`src/rtl/data_memory_controller_pkg.sv`:
```
// Shared definitions for the data-memory controller and its range checker.
// Holds the FSM state encoding, default geometry of the data memory and the
// response value returned for stores and faulted accesses.
package data_memory_controller_pkg;

  localparam int DMC_ADDR_WIDTH = 8;
  localparam int DMC_MEM_LAST   = 127;

  localparam logic [15:0] RESP_DATA_ZERO = 16'h0000;

  typedef enum logic [2:0] {
    ST_IDLE     = 3'd0,
    ST_ISSUE_LO = 3'd1,
    ST_ISSUE_HI = 3'd2,
    ST_CAPTURE  = 3'd3,
    ST_RESP     = 3'd4
  } dmc_state_t;

endpackage

```
`src/rtl/dmem_range_check.sv`:
```
// Combinational range check for data-memory accesses.
// Ports:
//   addr  - byte address (low byte of a wide access)
//   wide  - 1 = 16-bit access touching addr and addr+1
//   fault - access reaches beyond MEM_LAST
module dmem_range_check
  import data_memory_controller_pkg::*;
#(
  parameter int ADDR_WIDTH = DMC_ADDR_WIDTH,
  parameter int MEM_LAST   = DMC_MEM_LAST
) (
  input  logic [ADDR_WIDTH-1:0] addr,
  input  logic                  wide,
  output logic                  fault
);

  localparam logic [ADDR_WIDTH:0] LAST = (ADDR_WIDTH+1)'(MEM_LAST);

  logic [ADDR_WIDTH:0] w_top;

  // One extra bit so that the highest address plus one does not wrap to 0.
  always_comb begin
    w_top = {1'b0, addr} + {{ADDR_WIDTH{1'b0}}, wide};
    fault = (w_top > LAST);
  end

endmodule

```
`src/rtl/data_memory_controller.sv`:
```
// Initiator side of the data-memory port. Accepts load/store requests from
// the core, splits 16-bit accesses into two little-endian byte accesses,
// compensates for the memory's registered read and rejects out-of-range
// accesses without touching the memory.
// Ports:
//   clock, reset               - clock, async active-low reset
//   req_*                      - core request channel (valid/ready)
//   resp_*                     - core response channel (valid/ready)
//   mem_address/data_in/write  - to the 128-byte data memory
//   mem_data_out               - memory read data, valid one cycle after issue
module data_memory_controller
  import data_memory_controller_pkg::*;
#(
  parameter int ADDR_WIDTH = DMC_ADDR_WIDTH,
  parameter int MEM_LAST   = DMC_MEM_LAST
) (
  input  logic                  clock,
  input  logic                  reset,
  input  logic                  req_valid,
  output logic                  req_ready,
  input  logic                  req_write,
  input  logic                  req_wide,
  input  logic [ADDR_WIDTH-1:0] req_addr,
  input  logic [15:0]           req_wdata,
  output logic                  resp_valid,
  input  logic                  resp_ready,
  output logic [15:0]           resp_rdata,
  output logic                  resp_fault,
  output logic [ADDR_WIDTH-1:0] mem_address,
  output logic [7:0]            mem_data_in,
  output logic                  mem_write,
  input  logic [7:0]            mem_data_out
);

  dmc_state_t            r_state, w_next;
  logic                  r_write, r_wide;
  logic [ADDR_WIDTH-1:0] r_addr;
  logic [15:0]           r_wdata;
  logic [15:0]           r_rdata;
  logic                  r_fault;
  logic [ADDR_WIDTH-1:0] r_mem_address;
  logic [7:0]            r_mem_data_in;
  logic                  w_fault;
  logic                  w_accept;

  dmem_range_check #(
    .ADDR_WIDTH (ADDR_WIDTH),
    .MEM_LAST   (MEM_LAST)
  ) u_range_check (
    .addr  (req_addr),
    .wide  (req_wide),
    .fault (w_fault)
  );

  always_ff @(posedge clock or negedge reset) begin
    if (!reset) r_state <= ST_IDLE;
    else        r_state <= w_next;
  end

  always_comb begin
    w_next     = r_state;
    req_ready  = 1'b0;
    resp_valid = 1'b0;
    mem_write  = 1'b0;
    w_accept   = 1'b0;
    unique case (r_state)
      ST_IDLE: begin
        // Gated by reset so ready reads 0 while reset is held.
        req_ready = reset;
        w_accept  = req_valid;
        if (req_valid) w_next = w_fault ? ST_RESP : ST_ISSUE_LO;
      end
      ST_ISSUE_LO: begin
        mem_write = r_write;
        if (r_wide)       w_next = ST_ISSUE_HI;
        else if (r_write) w_next = ST_RESP;
        else              w_next = ST_CAPTURE;
      end
      ST_ISSUE_HI: begin
        mem_write = r_write;
        w_next    = r_write ? ST_RESP : ST_CAPTURE;
      end
      ST_CAPTURE: w_next = ST_RESP;
      ST_RESP: begin
        resp_valid = 1'b1;
        if (resp_ready) w_next = ST_IDLE;
      end
      default: w_next = ST_IDLE;
    endcase
  end

  // The memory-side address/data are registered and loaded one state ahead,
  // so they are already stable for the whole issue cycle and simply hold
  // their last value once the access is done.
  always_ff @(posedge clock or negedge reset) begin
    if (!reset) begin
      r_write       <= 1'b0;
      r_wide        <= 1'b0;
      r_addr        <= '0;
      r_wdata       <= '0;
      r_rdata       <= RESP_DATA_ZERO;
      r_fault       <= 1'b0;
      r_mem_address <= '0;
      r_mem_data_in <= '0;
    end else begin
      if (w_accept) begin
        r_write <= req_write;
        r_wide  <= req_wide;
        r_addr  <= req_addr;
        r_wdata <= req_wdata;
        r_rdata <= RESP_DATA_ZERO;
        r_fault <= w_fault;
        if (!w_fault) begin
          r_mem_address <= req_addr;
          r_mem_data_in <= req_wdata[7:0];
        end
      end
      if (r_state == ST_ISSUE_LO && r_wide) begin
        r_mem_address <= r_addr + ADDR_WIDTH'(1);
        r_mem_data_in <= r_wdata[15:8];
      end
      // Memory read data lags the issue by one cycle.
      if (r_state == ST_ISSUE_HI && !r_write) r_rdata[7:0] <= mem_data_out;
      if (r_state == ST_CAPTURE) begin
        if (r_wide) r_rdata[15:8] <= mem_data_out;
        else        r_rdata       <= {8'h00, mem_data_out};
      end
      if (r_state == ST_RESP && resp_ready) r_fault <= 1'b0;
    end
  end

  assign resp_rdata  = r_rdata;
  assign resp_fault  = r_fault;
  assign mem_address = r_mem_address;
  assign mem_data_in = r_mem_data_in;

endmodule

```
`config.mk`:
```
export PLATFORM = sky130hd
export DESIGN_NAME = data_memory_controller
export DESIGN_NICKNAME = d
export VERILOG_FILES = /design/src/rtl/data_memory_controller_pkg.sv /design/src/rtl/dmem_range_check.sv /design/src/rtl/data_memory_controller.sv
export SDC_FILE = /design/constraint.sdc
export NUM_CORES = 1
export LEC_CHECK = 0
export BUFFER_PORTS_ARGS = -buffer_cell sky130_fd_sc_hd__buf_2
export CORE_MARGIN = 3
export CORE_UTILIZATION = 45
export CTS_BUF_LIST = sky130_fd_sc_hd__clkbuf_8 sky130_fd_sc_hd__clkbuf_16
export CTS_CLUSTER_DIAMETER = 150
export DETAILED_ROUTE_END_ITERATION = 10
export PLACE_DENSITY_LB_ADDON = 0.05
export SETUP_SLACK_MARGIN = 0.15
export SLEW_MARGIN = 20
export SYNTH_ARGS = -nofsm -noshare
export SYNTH_HDL_FRONTEND = slang
export SYNTH_SLANG_ARGS = --single-unit
```
`constraint.sdc`:
```
create_clock -name clock -period 2.4 [get_ports clock]
set_input_delay 0.36 -clock clock [delete_from_list [all_inputs] [get_ports clock]]
set_output_delay 0.36 -clock clock [all_outputs]
set_load 0.01 [all_outputs]
```
==> reports/metrics.csv, run 1 <==
stage;metric;value;unit
pwr;Logic pwr share;41.7;%
detailed_routing;total wire length;5.91;mm
yosys;syn avg cell area;9.34;um2
global_routing;largest net degree at the start of global routing;55;
sta;final setup fails;0;
yosys;most common flop cell mapped by yosys;dfrtp_1;
detailed_routing;Top Metal Used;met4;
global_routing;Overflow after GRT;0;
sta;Max Slew Vio Count;0;
floorplanning;Die Ht;81.4;um
outcome;status;complete, no violations;
yosys;Syn Nets;315;
detailed_routing;antenna-violating nets left;0;
layout;layout cells sized above 1;28.4;%
clocking;clock buffer depth;2;
placed_design;port bufs;73;
detailed_routing;met3 wire length;481;um
floorplanning;Ports;74;
sta;max_slew headroom;49.3;%
worst_setup_path;CP Class;reg -> reg;
yosys;cells after synthesis;274;
sta;worst slew pin tran;0.760;ns
sta;clock tree skew after final layout;0.00702;ns
worst_setup_path;WP data required;2.57;ns
flow_run;MaxCap Viol Count;0;
placed_design;Post-Place Setup Slack;0.202;ns
pwr;pwr dens;1120;nW/um2
detailed_routing;met1 WL;2.81;mm
sta;Final Hold Vio Count;0;
pwr;Net Sw Frac;39.5;%
yosys;sequential-to-total area share from yosys stat;52.8;%
sta;RSZ-0062 raised after global routing;no;
detailed_routing;# DRC;0;
layout;diode count;0;
placed_design;post-detail-place hpwl;4.30;mm
layout;Nets;389;
worst_setup_path;Worst Path Arrival;2.16;ns
yosys;most frequent cell after synthesis;nand2_1;
global_routing;vias in the first global route;2054;
placed_design;Placer Congestion;0.806;
yosys;Ys Warns;0;
yosys;dominant cells by area after synthesis;dfrtp_1 (53%), nand2_1 (12%), o21ai_0 (4.9%);
pwr;maximum VDD drop;0.508;mV
detailed_routing;DR iter-0 viols;155;
layout;area added between synthesis and finish;21.2;%
sta;crit path time final;1.99;ns
yosys;Synth Register Bits;54;
clocking;Clock Latency Late Sink;0.31;ns
detailed_routing;Via Count;2177;
global_routing;first-pass GRT wire length;9.71;mm
clocking;Post-CTS Setup Bufs;0;
clocking;TritonCTS clock tree;yes;
sta;Final WS setup;0.409;ns
pwr;overall power;3.47;mW
pwr;Switch Pwr;1.37;mW
floorplanning;Die ar.;6630;um2
layout;Finished Core Util;58.5;%
worst_setup_path;Worst Setup End Kind;flip-flop;
pwr;Flop pwr share;43.2;%
pwr;Clk pwr share;15.1;%
layout;fillcell total;479;
clocking;total CTS buffers;5;
yosys;Mapped Area;2560;um2
clocking;htree depth;2;
sta;fmax;0.502;GHz
detailed_routing;met2 WL post-DR;2.55;mm
yosys;number of flops mapped to enable cells by yosys;0;
yosys;proportion of netlist area held by the largest area contributor;52.8;%
pwr;Int Power;2.10;mW
detailed_routing;Via density;5.20;
floorplanning;Die W;81.4;um
floorplanning;Starting Density;48.3;%
sta;Sum Neg Setup Slack;0;ns
global_routing;initial antenna violation count;0;
yosys;Async S/R FF share, synth;100;%
min_path;Hold Crit Class;in -> async;
clocking;CTS Root Cell;clkbuf_8;
yosys;largest area contributor in the netlist;dfrtp_1;
detailed_routing;drt pass-1 iters;5;
global_routing;Tot GR Track Use;19.0;%
pwr;Leak;1.61;nW
clocking;clock sinks;54;
floorplanning;Core Rows;26;
floorplanning;CORE AREA;5300;um2
clocking;Reg clk slew, reported paths;0.10;ns
worst_setup_path;Critical Path Fanout Max;15;
worst_setup_path;CP Launch Type;flip-flop;
yosys;count of cell types in the netlist;43;
sta;crit share post-route;82.9;%
detailed_routing;DR WL/cell;14.1;um
yosys;top cells by count, synth;nand2_1 (84), dfrtp_1 (54), o21ai_0 (25);
==> cell type report <==
cell class | instances | area, um2 | share of cell area [%]
sequential | 54 | 1350 | 43.6
inverter | 9 | 33.8 | 1.09
timing repair buffer | 83 | 440 | 14.2
clock inverter | 3 | 25.0 | 0.807
clock buffer | 5 | 68.8 | 2.22
tap | 70 | 87.6 | 2.82
multi-input combinational | 195 | 1090 | 35.3
==> power groups by stage <==
stage | Combinational [mW] | Clock, mW | Sequential (mW)
finish | 1.45 | 0.523 | 1.50
global route | 1.64 | 0.587 | 1.54
CTS | 1.47 | 0.545 | 1.50
detailed placement | 1.46 | 0 | 1.52
global placement | 1.45 | 0 | 1.51
floorplan | 0.900 | 0 | 1.58
==> per-stage QoR <==
stage / hold WS [ns] / instance area (um2) / std cells
CTS: 0.220 / 3100 / 419
global route: 0.234 / 3100 / 419
finish: 0.212 / 3100 / 419
global placement: 0.460 / 3010 / 411
detailed placement: 0.466 / 3010 / 411
floorplan: 0.0644 / 2560 / 274
==> state kept, by name (all words and copies together), names as in the netlist <==
signal,count
resp_fault,1
r_wdata,8
r_addr,8
r_wide,1
mem_address,8
r_state,3
r_write,1
mem_data_in,8
resp_rdata,16
==> cells in the final DEF (no fill, tap or decap), drive strengths merged, types with 4 or more instances in the layout <==
cell / instances
a21oi: 4
a22o: 8
buf: 83
clkbuf: 5
dfrtp: 54
inv: 10
nand2: 84
nand3: 12
nor3: 4
nor3b: 4
o211ai: 9
o21ai: 25
o221ai: 6
==> critical path, cell delays in order, from the launching register on <==
cell      delay [ns]
dfrtp_1         0.39
or4b_4          0.63
nor4_4          0.31
or2_2           0.34
o221ai_1        0.17
==> path summary, 6_finish.rpt <==
| check | depth (start not counted) | slack, ns | from | endpoint |
|---|---|---|---|---|
| worst max-delay path | 4 | 0.41 | r_state[1] | mem_address[6] |
| worst min-delay path | 2 | 0.21 | reset | r_wdata[14] |
| worst max register to register | 4 | 0.41 | r_state[1] | mem_address[6] |
| worst min register to register | 2 | 0.49 | r_wdata[8] | r_wdata[8] |
| max in group asynchronous | 2 | 1.73 | reset | r_write |
| min in group clock | 2 | 0.23 | resp_ready | resp_fault |
==> logic make-up after synthesis <==
group / count (synthesis) / synth area share (%)
fa+ha+maj: 3 / 1.47
xor+xnor: 6 / 2.05
flops: 54 / 52.8
simple gates: 125 / 23.1
compound gates: 61 / 16.1
buf+inv: 25 / 4.45
==> repair_timing <==
action	4_1_cts	5_1_grt
resized for setup	0	1
hold buffers	0	0
endpoints found under the setup margin	0	7
==> routing by layer <==
layer  track usage, %  up-vias
met2             28.7       81
met1             26.9     1005
li1                 -     1087
met5                0        -
met3             4.66        4
met4             5.57        0
(Power assumes the default switching activity.)
==> run 2: changes to the inputs <==
--- a/config.mk
+++ b/config.mk
@@ -5,6 +5,7 @@
 export SDC_FILE = /design/constraint.sdc
 export NUM_CORES = 1
 export LEC_CHECK = 0
+export ABC_AREA = 1
 export BUFFER_PORTS_ARGS = -buffer_cell sky130_fd_sc_hd__buf_2
 export CORE_MARGIN = 3
 export CORE_UTILIZATION = 45
==> constraint.sdc (replaced) <==
create_clock -name clock -period 1.62 [get_ports clock]
set_input_delay 0.243 -clock clock [delete_from_list [all_inputs] [get_ports clock]]
set_output_delay 0.243 -clock clock [all_outputs]
set_load 0.01 [all_outputs]
==> run 2 against run 1 <==
Effect of this change:
- worst hold slack got worse by 0.086 ns
- sequential power up 51%
- register-to-register slack worse by 0.20 ns
- synthesized cell count is 21% higher
- design area up 8.8%
- first-iteration DRC count fell by 35%
- sequential cell count is the same
- combinational power up 55%
==> reports/metrics.csv, run 2 <==
stage;metric;value;unit;change
outcome;status;complete, no violations;;
clocking;total CTS buffers;5;;unchanged
yosys;Synth Register Bits;54;;unchanged
detailed_routing;# DRC;0;;unchanged
yosys;Ys Warns;0;;unchanged
sta;Final WS setup;0.0967;ns;-0.313 ns
worst_setup_path;crit-path max cell delay;0.46;ns;-0.17 ns
yosys;largest area contributor in the netlist;dfrtp_1;;
pwr;maximum VDD drop;0.642;mV;+26%
global_routing;vias in the first global route;2195;;+6.9%
yosys;sequential-to-total area share from yosys stat;49.6;%;-3.2 points
layout;area added between synthesis and finish;23.8;%;
clocking;CTS Root Cell;clkbuf_8;;
clocking;htree depth;2;;unchanged
floorplanning;Die W;83.8;um;+3.0%
yosys;number of flops mapped to enable cells by yosys;0;;unchanged
global_routing;Overflow after GRT;0;;unchanged
pwr;Leak;1.88;nW;+17%
floorplanning;Ports;74;;unchanged
yosys;count of cell types in the netlist;30;;-30%
worst_setup_path;slowest CP cell;dfrtp_2;;
placed_design;Post-Place Setup Slack;0.0605;ns;-0.142 ns
sta;max_slew headroom;71.5;%;+22 points
layout;diode count;0;;unchanged
worst_setup_path;Critical Path Fanout Max;3;;-12
yosys;cells after synthesis;331;;+21%
detailed_routing;DR iter-0 viols;100;;-35%
yosys;Syn Nets;372;;+18%
floorplanning;Starting Density;48.0;%;-0.24 points
detailed_routing;drt pass-1 iters;4;;-1
layout;Final Instance Count excl. Fillers;489;;+17%
layout;max FFs per register;16;;unchanged
yosys;top cells by count, synth;nand2_1 (119), dfrtp_1 (54), nand3_1 (44);;
floorplanning;Die ar.;7030;um2;+6.0%
clocking;Reg clk slew, reported paths;0.10;ns;about the same
sta;crit share post-route;94.0;%;
sta;final setup fails;0;;unchanged
yosys;most common flop cell mapped by yosys;dfrtp_1;;
sta;crit path time final;1.52;ns;
layout;most frequent cells in the layout;nand2_1 (119), buf_2 (73), dfrtp_1 (52);;
global_routing;first-pass GRT wire length;10.3;mm;+5.8%
layout;Nets;457;;+17%
detailed_routing;total wire length;6.07;mm;+2.8%
yosys;syn avg cell area;8.23;um2;-12%
yosys;Async S/R FF share, synth;100;%;unchanged
placed_design;dpl cells;474;;+15%
clocking;clock sinks;54;;unchanged
floorplanning;CORE AREA;5680;um2;+7.0%
layout;commonest non-fill, non-tap cell in the layout;nand2_1;;
placed_design;Placer Congestion;0.831;;+3.1%
min_path;Hold Crit Class;in -> reg;;
sta;worst hold margin;0.126;ns;-0.0859 ns
placed_design;post-detail-place hpwl;4.45;mm;+3.5%
worst_setup_path;WP data required;1.38;ns;-1.19 ns
floorplanning;Core Rows;27;;+3.8%
detailed_routing;antenna-violating nets left;0;;unchanged
flow_run;MaxCap Viol Count;0;;unchanged
sta;worst slew pin tran;0.428;ns;-0.332 ns
placed_design;port bufs;73;;unchanged
worst_setup_path;chain of cells forming the critical path;buf_6, nor2_4, nand2_1, a21oi_2, buf_2;;
yosys;Mapped Area;2730;um2;+6.5%
clocking;clock buffer depth;2;;unchanged
sta;Sum Neg Setup Slack;0;ns;unchanged
global_routing;Tot GR Track Use;17.6;%;-1.3 points
clocking;TritonCTS clock tree;yes;;
global_routing;largest net degree at the start of global routing;33;;-40%
sta;Final Hold Vio Count;0;;unchanged
worst_setup_path;Worst Setup End Kind;output pin;;
worst_setup_path;Worst Path Arrival;1.28;ns;-0.88 ns
sta;Max Slew Vio Count;0;;unchanged
layout;Finished Core Util;59.4;%;+0.96 points
worst_setup_path;CP Class;reg -> out;;
layout;layout cells sized above 1;30.7;%;+2.3 points
detailed_routing;Via Count;2366;;+8.7%
yosys;dominant cells by area after synthesis;dfrtp_1 (50%), nand2_1 (16%), nand3_1 (8.1%);;
sta;RSZ-0062 raised after global routing;yes;;
yosys;proportion of netlist area held by the largest area contributor;49.6;%;-3.2 points
worst_setup_path;CP Launch Type;flip-flop;;
detailed_routing;Via density;4.84;;-6.9%
yosys;most frequent cell after synthesis;nand2_1;;
pwr;pwr dens;1560;nW/um2;+39%
floorplanning;Die Ht;83.8;um;+3.0%
clocking;Clock Latency Late Sink;0.30;ns;about the same
detailed_routing;DR WL/cell;12.4;um;-12%
global_routing;initial antenna violation count;0;;unchanged
sta;clock tree skew after final layout;0.00803;ns;+0.00101 ns
sta;fmax;0.656;GHz;
==> run 2: cell count changes after synthesis, sizes merged, moves of 4 or more <==
cell | before | now
nand2 | 84 | 122
nand3 | 12 | 48
inv | 9 | 35
clkbuf | 12 | 2
a22o | 8 | 0
nor2 | 3 | 11
o211ai | 9 | 1
o31ai | 0 | 8
buf | 4 | 11
o221ai | 6 | 0
nor3b | 4 | 0
==> run 2: worst max-delay path: cells and delay by family, from the launching register on <==
family	cells	cell delay (ns)
compound gates	1	0.12
buf+inv	2	0.26
flops	1	0.46
simple gates	2	0.15
==> run 2: worst paths after layout <==
kind	start	end	slack, ns	cells after the start
max reg2reg	r_state[2]	resp_rdata[4]	0.21	7
max	r_state[2]	mem_write	0.1	5
min	req_wdata[13]	r_wdata[13]	0.13	3
max in group asynchronous	reset	r_state[0]	0.75	3
min in group asynchronous	reset	mem_address[3]	0.48	3
min reg2reg	r_wdata[12]	r_wdata[12]	0.49	2
==> run 2: final cells by class <==
cell class	instances	area, um2
Clock buffer	5	68.8
Clock inverter	3	21.3
Fill cell	552	2300
Inverter	35	136
Multi-Input combinational cell	229	1180
Sequential cell	54	1350
Tap cell	72	90.1
Timing Repair Buffer	91	523
==> run 2: kinds of logic (layout without fill, tap and decap cells) <==
logic type / Yosys count / in the layout / synth area share, %
fa+ha+maj: 3 / 3 / 1.38
simple gates: 184 / 184 / 30.6
flops: 54 / 54 / 49.6
compound gates: 42 / 42 / 10.2
buf+inv: 48 / 134 / 8.26
==> run 2: metal layers <==
metal	global-route usage, %	wire [um]
met3	3.26	383
met5	0	0
met1	24.3	2770
met2	28.8	2880
met4	4.39	49
==> run 2: where the power goes <==
group	total [mW]	internal, mW	switching, mW
clock	0.749	0.305	0.444
sequential	2.27	1.90	0.370
combinational	2.25	0.931	1.32
==> run 2: what timing repair did <==
item | in CTS | in global routing
setup buffers | 0 | 6
setup endpoints to repair | 3 | 6
pin swaps | 0 | 4
hold buffers | 1 | 0
endpoints found under the hold margin | 22 | 0
resized for setup | 3 | 8
cloned | 0 | 0
==> run 2: metrics by stage <==
step	instance area [um2]	total power, mW
after floorplan	2730	3.69
after global placement	3180	4.37
after detailed placement	3180	4.42
after CTS	3300	5.21
after global routing	3370	5.76
final	3370	5.27
